## config.mk

```make
export PLATFORM = sky130hd
export DESIGN_NAME = tm1638_driver
export DESIGN_NICKNAME = d
export VERILOG_FILES = /design/src/rtl/tm1638_driver.sv
export SDC_FILE = /design/constraint.sdc
export NUM_CORES = 1
export LEC_CHECK = 0
export BUFFER_PORTS_ARGS = -buffer_cell sky130_fd_sc_hd__buf_2
export CAP_MARGIN = 15
export CORE_MARGIN = 2
export CORE_UTILIZATION = 50
export DETAILED_ROUTE_END_ITERATION = 16
export PLACE_DENSITY = 0.84
export REMOVE_ABC_BUFFERS = 1
export SYNTH_ARGS = -nofsm -noshare
export SYNTH_HDL_FRONTEND = slang
export SYNTH_SLANG_ARGS = --single-unit
```

## constraint.sdc

```tcl
create_clock -name i_Clk -period 2.6 [get_ports i_Clk]
set_input_delay 0.13 -clock i_Clk [delete_from_list [all_inputs] [get_ports i_Clk]]
set_output_delay 0.13 -clock i_Clk [all_outputs]
set_load 0.01 [all_outputs]
```

## src/rtl/tm1638_driver.sv

```systemverilog
// TM1638 frame sequencer: turns one latched segment/LED frame into the 18-word
// FIFO write stream (mode, 8 x {segment, LED}, display on), stalling on FIFO full.

package tm1638_types;
    typedef logic [7:0][7:0] segments_t;
    typedef logic [7:0]      leds_t;
endpackage

package tm1638_driver_types;
    typedef enum logic [2:0] {
        IDLE       = 3'd0,
        SET_MODE   = 3'd1,
        WRITE_SEG  = 3'd2,
        WRITE_LED  = 3'd3,
        DISPLAY_ON = 3'd4
    } state_t;
    typedef logic [2:0] grid_t;
endpackage

module tm1638_driver
    import tm1638_types::*;
    import tm1638_driver_types::*;
(
    input  logic        i_Clk,
    input  logic        i_Rst,
    input  logic [63:0] i_Segments,
    input  logic [7:0]  i_Leds,
    input  logic        i_Valid,
    input  logic        i_SPI_FIFO_Full,
    output logic [16:0] o_Data,
    output logic        o_Write,
    output logic [2:0]  o_Diag_State,
    output logic [2:0]  o_Diag_Grid,
    output logic [63:0] o_Diag_Segments,
    output logic [7:0]  o_Diag_Leds
);

    state_t    state_q;
    grid_t     grid_q;
    segments_t segments_q;
    leds_t     leds_q;

    logic       write;
    logic [7:0] seg_addr;
    logic [7:0] led_addr;

    assign write    = (state_q != IDLE) && !i_SPI_FIFO_Full;
    // Grid addresses are even for segments and odd for LEDs, so OR-ing is exact.
    assign seg_addr = 8'hC0 | {4'b0000, grid_q, 1'b0};
    assign led_addr = seg_addr | 8'h01;

    always_comb begin
        o_Data = 17'd0;
        case (state_q)
            SET_MODE:   o_Data = {1'b0, 8'h00, 8'h44};
            WRITE_SEG:  o_Data = {1'b1, seg_addr, segments_q[grid_q]};
            WRITE_LED:  o_Data = {1'b1, led_addr, 7'b0000000, leds_q[grid_q]};
            DISPLAY_ON: o_Data = {1'b0, 8'h00, 8'h8F};
            default:    o_Data = 17'd0;
        endcase
    end

    always_ff @(posedge i_Clk or negedge i_Rst) begin
        if (!i_Rst) begin
            state_q    <= IDLE;
            grid_q     <= '0;
            segments_q <= '0;
            leds_q     <= '0;
        end else begin
            case (state_q)
                IDLE: begin
                    if (i_Valid) begin
                        segments_q <= i_Segments;
                        leds_q     <= i_Leds;
                        grid_q     <= '0;
                        state_q    <= SET_MODE;
                    end
                end
                SET_MODE: begin
                    if (write) state_q <= WRITE_SEG;
                end
                WRITE_SEG: begin
                    if (write) state_q <= WRITE_LED;
                end
                WRITE_LED: begin
                    if (write) begin
                        if (grid_q == 3'd7) begin
                            state_q <= DISPLAY_ON;
                        end else begin
                            grid_q  <= grid_q + 3'd1;
                            state_q <= WRITE_SEG;
                        end
                    end
                end
                DISPLAY_ON: begin
                    if (write) begin
                        state_q <= IDLE;
                        grid_q  <= '0;
                    end
                end
                default: begin
                    state_q <= IDLE;
                    grid_q  <= '0;
                end
            endcase
        end
    end

    assign o_Write         = write;
    assign o_Diag_State    = state_q;
    assign o_Diag_Grid     = grid_q;
    assign o_Diag_Segments = segments_q;
    assign o_Diag_Leds     = leds_q;

endmodule

```

# Word-level counts from Yosys, hierarchy flattened
# Cells that the tools add are included.
[classes]
eq_ne = 11
order_cmp = 1
n_bitwise = 1
add_sub_neg = 1
reduce_logical = 8
n_mux = 16
[ops]
columns = ["cell", "n"]
rows = [
  ["one-hot mux 17 bit (4 select lines)", 1],
  ["two-way mux 3 bit", 9],
  ["binary-select mux 8 bit (select 3 bit)", 1],
  ["one-hot mux 3 bit (5 select lines)", 1],
  ["!= test 2 bit, second input constant", 6],
  ["one-hot mux 3 bit (4 select lines)", 1],
  ["AND reduction 5 bit", 2],
  ["two-way mux 8 bit", 1],
  ["equality test 3 x 2 -> 1 bit, second input constant", 2],
  ["equality test 3 bit, second input constant", 2],
  ["< comparator 3 x 4 -> 1 bit, second input constant", 1],
  ["adder 3 x 1 -> 3 bit, second input constant", 1],
  ["binary-select mux 1 bit (select 3 bit)", 1],
  ["equality test 3 x 1 -> 1 bit, second input constant", 1],
  ["logical NOT 3 bit", 1],
  ["nonzero test 3 bit", 1],
  ["AND reduction 2 bit", 1],
  ["OR reduction 2 bit", 1],
  ["logical AND 1 bit", 1],
  ["logical NOT 1 bit", 1],
  ["two-way mux 1 bit", 1],
  ["inverter 1 bit", 1],
]
[word_totals]
word_cells = 49
inputBits = 76
regBits = 78
output_inout_bits = 96

# Depth between registers and ports, before layout
[depth]
depth_word = 4
depth_mapped = 7
mapped_depth_nobuf = 6

# Worst setup path after synthesis
# Ideal clock, no wire load.
[synth_path]
path_kind = "register to register"
from = "register grid_q[0] (netlist: o_Diag_Grid[0])"
to = "register grid_q[1] (netlist: o_Diag_Grid[1])"
stages_incl_launch_ff = 7
arrival_time_ns = 1.657
n_path_buf = 0
setup_ns = 0.125
path_slack_ns = 0.818
period_less_slack_ns = 1.782
required_ns = 2.475
cell_sequence = "dfrtp_1 > ha_1 > ha_1 > nand3b_1 > a31oi_4 > nor3_4 > mux2_4"
[synth_between]
elab_chain_cells = 4
elab_cells_between_ends = 7
cone_classes = "add/sub (1); eq/ne (2); mux (3); reduce/logical (1)"
[synth_rtl]
columns = ["element", "line", "source"]
rows = [
  ["start: declaration", "39", "grid_t grid_q;"],
  ["start signal: assignment", "90", "grid_q <= grid_q + 3'd1;"],
  ["adder 3 x 1 -> 3 bit", "90", ""],
  ["two-way mux 3 bit", "87", "if (grid_q == 3'd7) begin"],
  ["two-way mux 3 bit", "86", "if (write) begin"],
  ["one-hot mux 3 bit (4 select lines)", "70", "case (state_q)"],
]
# Several ways; a longest one is shown, not always the timed one. The select of a mux whose other input is x is not followed.
# A chain may end at the register's enable or synchronous reset.

# Final worst setup path
[layout_path]
from = "register grid_q[0] (netlist: o_Diag_Grid[0])"
to = "output o_Data[0]"
[layout_between]
elab_chain_cells = 3
elab_cells_between_ends = 5
cone_classes = "mux (5)"
[layout_rtl]
columns = ["element", "line", "source"]
rows = [
  ["binary-select mux 1 bit (select 3 bit) / binary-select mux 8 bit (select 3 bit) (equally long branches)", "57, 56", ""],
  ["two-way mux 1 bit (implied by the code) / two-way mux 8 bit (equally long branches)", "57, 56", ""],
  ["one-hot mux 17 bit (4 select lines) *", "54", "case (state_q)"],
  ["end: declaration", "30", "output logic [16:0] o_Data,"],
]
# Every way passes the cells marked *; elsewhere a longest branch is shown, timed or not. The select of a mux whose other input is x is not followed.

==> impl_table.tex <==
\begin{tabular}{lr}
\hline
Metric & Value \\
\hline
\multicolumn{2}{l}{\textbf{Run status}} \\
Status & completed \\
\multicolumn{2}{l}{\textbf{STA}} \\
Timing-limited maximum frequency & 451.1 MHz \\
Relative slew margins & 35.09\% \\
Post-Route Hold Slack & 0.01326 ns \\
Accumulated negative setup slack & 0 ns \\
Clock Skews & 0.007730 ns \\
Slew Limit Fails & 0 \\
Setup repair after global routing missed its margin & false \\
Final hold violation count & 0 \\
Setup-violating endpoint count in the final report & 0 \\
Final critical path time including I/O delays and setup & 2.217 ns \\
Final cycle utilization of the critical path & 85.25\% \\
Transition time at the pin with the least slew margin & 0.9736 ns \\
\multicolumn{2}{l}{\textbf{Min path}} \\
Worst Hold Depth & 2 \\
Min-Delay Path Class & in2reg \\
Worst hold endpoint & o\_Diag\_Segments[49] \\
Hold Crit Start & i\_Segments[49] \\
\multicolumn{2}{l}{\textbf{Worst setup path}} \\
Arrival time at the worst endpoint & 2.09 ns \\
Highest fanout seen on the critical path & 12 \\
Worst-path cell chain & buf\_4 -> mux4\_2 -> mux2i\_1 -> o32ai\_1 -> a21o\_1 -> buf\_2 \\
Cell with the largest stage delay on the worst path & sky130\_fd\_sc\_hd\_\_mux4\_2 \\
Dominant delay contributor by cell family on the critical path & multiplexers \\
Start of the worst register-to-register path & o\_Diag\_State[1] \\
CP bufs+invs & 2 \\
Endpoint of the most critical register-to-register path & o\_Diag\_Segments[36] \\
Nature of the critical path startpoint & flip-flop \\
Cell count of the worst reg-to-reg path & 4 \\
Register-to-register setup slack & 0.63 ns \\
Start-to-end type of the worst setup path & reg2out \\
Required time at the endpoint of the critical path & 2.47 ns \\
Setup crit end kind & output port \\
Critical Path Max Stage Delay & 0.54 ns \\
\multicolumn{2}{l}{\textbf{GRT}} \\
Wire length of the first global-routing pass & 14,900 µm \\
Pin count of the biggest net entering global routing & 79 \\
Number of global-route vias before repair & 2,944 \\
Initial antenna violation count & 0 \\
Total global-route track usage & 23.07\% \\
Leftover overflow at the end of global routing & 0 \\
\multicolumn{2}{l}{\textbf{Floorplanning}} \\
X dimension of the die & 91.32 µm \\
Die outline area & 8339 µm² \\
Initial Util & 52.01\% \\
I/O pin total & 172 \\
Die Height & 91.32 µm \\
Core box area & 7331 µm² \\
Rows & 31 \\
\multicolumn{2}{l}{\textbf{Final layout}} \\
Post-layout net count & 528 \\
Diodes inserted & 0 \\
Filler Cell Count & 559 \\
Final core utilization & 69.36\% \\
Design Area, Final & 5085 µm² \\
Share of final-layout standard cells stronger than drive strength 1 & 62.78\% \\
Synth-to-layout area growth & 33.38\% \\
\multicolumn{2}{l}{\textbf{Logic synthesis}} \\
Top cells by instance count after synthesis & sky130\_fd\_sc\_hd\_\_dfrtp\_1, sky130\_fd\_sc\_hd\_\_mux2\_2, sky130\_fd\_sc\_hd\_\_mux2i\_1, sky130\_fd\_sc\_hd\_\_buf\_4, sky130\_fd\_sc\_hd\_\_mux4\_2 \\
Dominant cells by area after synthesis & sky130\_fd\_sc\_hd\_\_dfrtp\_1, sky130\_fd\_sc\_hd\_\_mux2\_2, sky130\_fd\_sc\_hd\_\_mux4\_2 \\
Synth area leader & sky130\_fd\_sc\_hd\_\_dfrtp\_1 \\
Post-synthesis instance area & 3812 µm² \\
Share of the synthesized area in the top cell type & 51.20\% \\
Number of instances in the synthesized netlist & 268 \\
Number of enable-type register cells in the synthesized netlist & 0 \\
Number of synthesized register bits & 78 \\
Fraction of registers with async set or reset after synthesis & 100.0\% \\
Primary flip-flop cell chosen by synthesis mapping & sky130\_fd\_sc\_hd\_\_dfrtp\_1 \\
Synthesis warning total & 0 \\
Sequential fraction of the synthesis area & 51.20\% \\
Most frequent cell after synthesis & sky130\_fd\_sc\_hd\_\_dfrtp\_1 \\
Synth cell types & 38 \\
Mean area per synthesized cell & 14.23 µm² \\
\multicolumn{2}{l}{\textbf{Route}} \\
Wire per inst & 16.86 µm \\
Total Wirelength & 9323 µm \\
Via Count & 2,923 \\
Number of remaining DRC errors & 0 \\
Post-route antenna net violation count & 0 \\
Initial DRC Count & 102 \\
Detailed-routing iteration count for the pre-antenna-repair pass & 4 \\
Detailed-route vias per instance & 5.286 \\
\multicolumn{2}{l}{\textbf{Place}} \\
Final estimated routing congestion in global placement & 0.8037 \\
Number of port buffers & 169 \\
Half-perimeter wire length after detailed placement & 6609 µm \\
Post-Place Cell Area & 4711 µm² \\
\multicolumn{2}{l}{\textbf{CTS}} \\
Clock H-tree levels & 3 \\
Post-CTS setup buffer count & 0 \\
Clock tree from TritonCTS & yes \\
Cts bufs inserted & 9 \\
Clock-pin slew of the registers on the worst-case setup and hold paths & 0.08 ns \\
Clk sink count & 78 \\
Deepest clock path buffer count & 2 \\
Clk Latency, worst-skew pair & 0.34 ns \\
Root Buffer & sky130\_fd\_sc\_hd\_\_clkbuf\_8 \\
\multicolumn{2}{l}{\textbf{Power and ir drop}} \\
Worst ir drop on vdd & 0.5614 mV \\
Power consumption & 0.006020 W \\
Power per cell area & 1184 nW/µm² \\
Static Leakage & 2.523 nW \\
\multicolumn{2}{l}{\textbf{Flow run}} \\
Max-cap check violation count & 0 \\
\hline
\end{tabular}
## cell type report
| cell class | count | area [µm²] | share of cell area, % |
|---|---|---|---|
| sequential | 78 | 1952 | 38.39 |
| multi-input combinational | 164 | 1690 | 33.24 |
| timing repair buffer | 194 | 1104 | 21.70 |
| clock buffer | 11 | 131.4 | 2.584 |
| tap | 99 | 123.9 | 2.436 |
| clock inverter | 4 | 72.57 | 1.427 |
| inverter | 3 | 11.26 | 0.2215 |
## worst max-delay path by stage
stage | from | endpoint | slack (ns) | depth (start not counted)
6_report | o_Diag_Grid[0] | o_Data[0] | 0.38 | 6
5_1_grt | o_Diag_Grid[0] | o_Data[2] | 0.24 | 6
4_1_cts | o_Diag_Grid[0] | o_Data[0] | 0.35 | 6
3_5_place_dp | o_Diag_State[1] | o_Diag_Grid[1] | 0.68 | 5
3_3_place_gp | o_Diag_Grid[1] | o_Diag_Grid[1] | 0.73 | 6
2_1_floorplan | o_Diag_State[0] | o_Diag_Grid[1] | -0.64 | 4
## through the flow
step                instances  setup WS, ns
floorplan                 245       -0.6386
global placement          521        0.7266
detailed placement        521        0.6850
CTS                       545        0.3535
global route              553        0.2427
finish                    553        0.3834
## power breakdown
| group | total [W] | internal, W | switching (W) |
|---|---|---|---|
| logic | 0.00283 | 0.00154 | 0.00129 |
| registers | 0.00223 | 0.00178 | 0.000444 |
| clock network | 0.000963 | 0.000535 | 0.000428 |
| total | 0.00602 | 0.00385 | 0.00217 |
## kinds of logic (layout without fill, tap and decap cells)
| family | Yosys count | in the layout | share of synthesized area [%] |
|---|---|---|---|
| adder cells (fa/ha/maj) | 2 | 2 | 0.6563 |
| AND/OR/NAND/NOR | 38 | 38 | 5.809 |
| multiplexers | 103 | 103 | 33.97 |
| other | 1 | 2 | 0.09836 |
| flip-flops | 78 | 78 | 51.20 |
| AO/OA/AOI/OAI | 19 | 19 | 3.643 |
| buffers and inverters | 27 | 212 | 4.627 |
## routing by layer
| metal | track usage [%] | vias to the layer above | wire length (µm) |
|---|---|---|---|
| met5 | 0 | - | 0 |
| met4 | 8.712 | 0 | 196 |
| met3 | 5.643 | 19 | 564 |
| met2 | 38.58 | 122 | 4695 |
| met1 | 29.12 | 1446 | 3867 |
| li1 | - | 1336 | - |
## layout by cell type, fill, tap and decap left out, types with 2 or more instances in the layout
master / instances
sky130_fd_sc_hd__nor2b_1: 5
sky130_fd_sc_hd__nand3_1: 5
sky130_fd_sc_hd__nand2_1: 2
sky130_fd_sc_hd__mux4_2: 13
sky130_fd_sc_hd__buf_12: 2
sky130_fd_sc_hd__o21ai_0: 2
sky130_fd_sc_hd__mux2_2: 73
sky130_fd_sc_hd__buf_4: 7
sky130_fd_sc_hd__buf_2: 168
sky130_fd_sc_hd__ha_1: 2
sky130_fd_sc_hd__and3_1: 3
sky130_fd_sc_hd__clkbuf_8: 9
sky130_fd_sc_hd__o211ai_1: 3
sky130_fd_sc_hd__mux2i_1: 15
sky130_fd_sc_hd__and2_1: 4
sky130_fd_sc_hd__dfrtp_1: 78
sky130_fd_sc_hd__inv_1: 2
sky130_fd_sc_hd__nand2b_1: 2
sky130_fd_sc_hd__mux2_4: 2
sky130_fd_sc_hd__bufinv_16: 2
sky130_fd_sc_hd__dlygate4sd3_1: 17
sky130_fd_sc_hd__nor3_1: 4
sky130_fd_sc_hd__a21oi_1: 7
sky130_fd_sc_hd__nor2_1: 7
sky130_fd_sc_hd__conb_1: 2
sky130_fd_sc_hd__clkbuf_1: 2
## what timing repair did
action,4_1_cts,5_1_grt
hold buffers,9,8
hold endpoints to repair,86,8
gates resized for setup,0,0
## flip-flops by register name, indices dropped and copies added (netlist names)
signal           cells
o_Diag_Leds          8
o_Diag_Segments     64
o_Diag_State         3
o_Diag_Grid          3
## worst reg2reg max path, cell delays in order (launching register included)
cell	delay (ns)
sky130_fd_sc_hd__dfrtp_1	0.51
sky130_fd_sc_hd__nor3_1	0.31
sky130_fd_sc_hd__and2_4	0.41
sky130_fd_sc_hd__buf_12	0.25
sky130_fd_sc_hd__mux2_2	0.38
No activity file was read; power rests on OpenSTA's default activity.
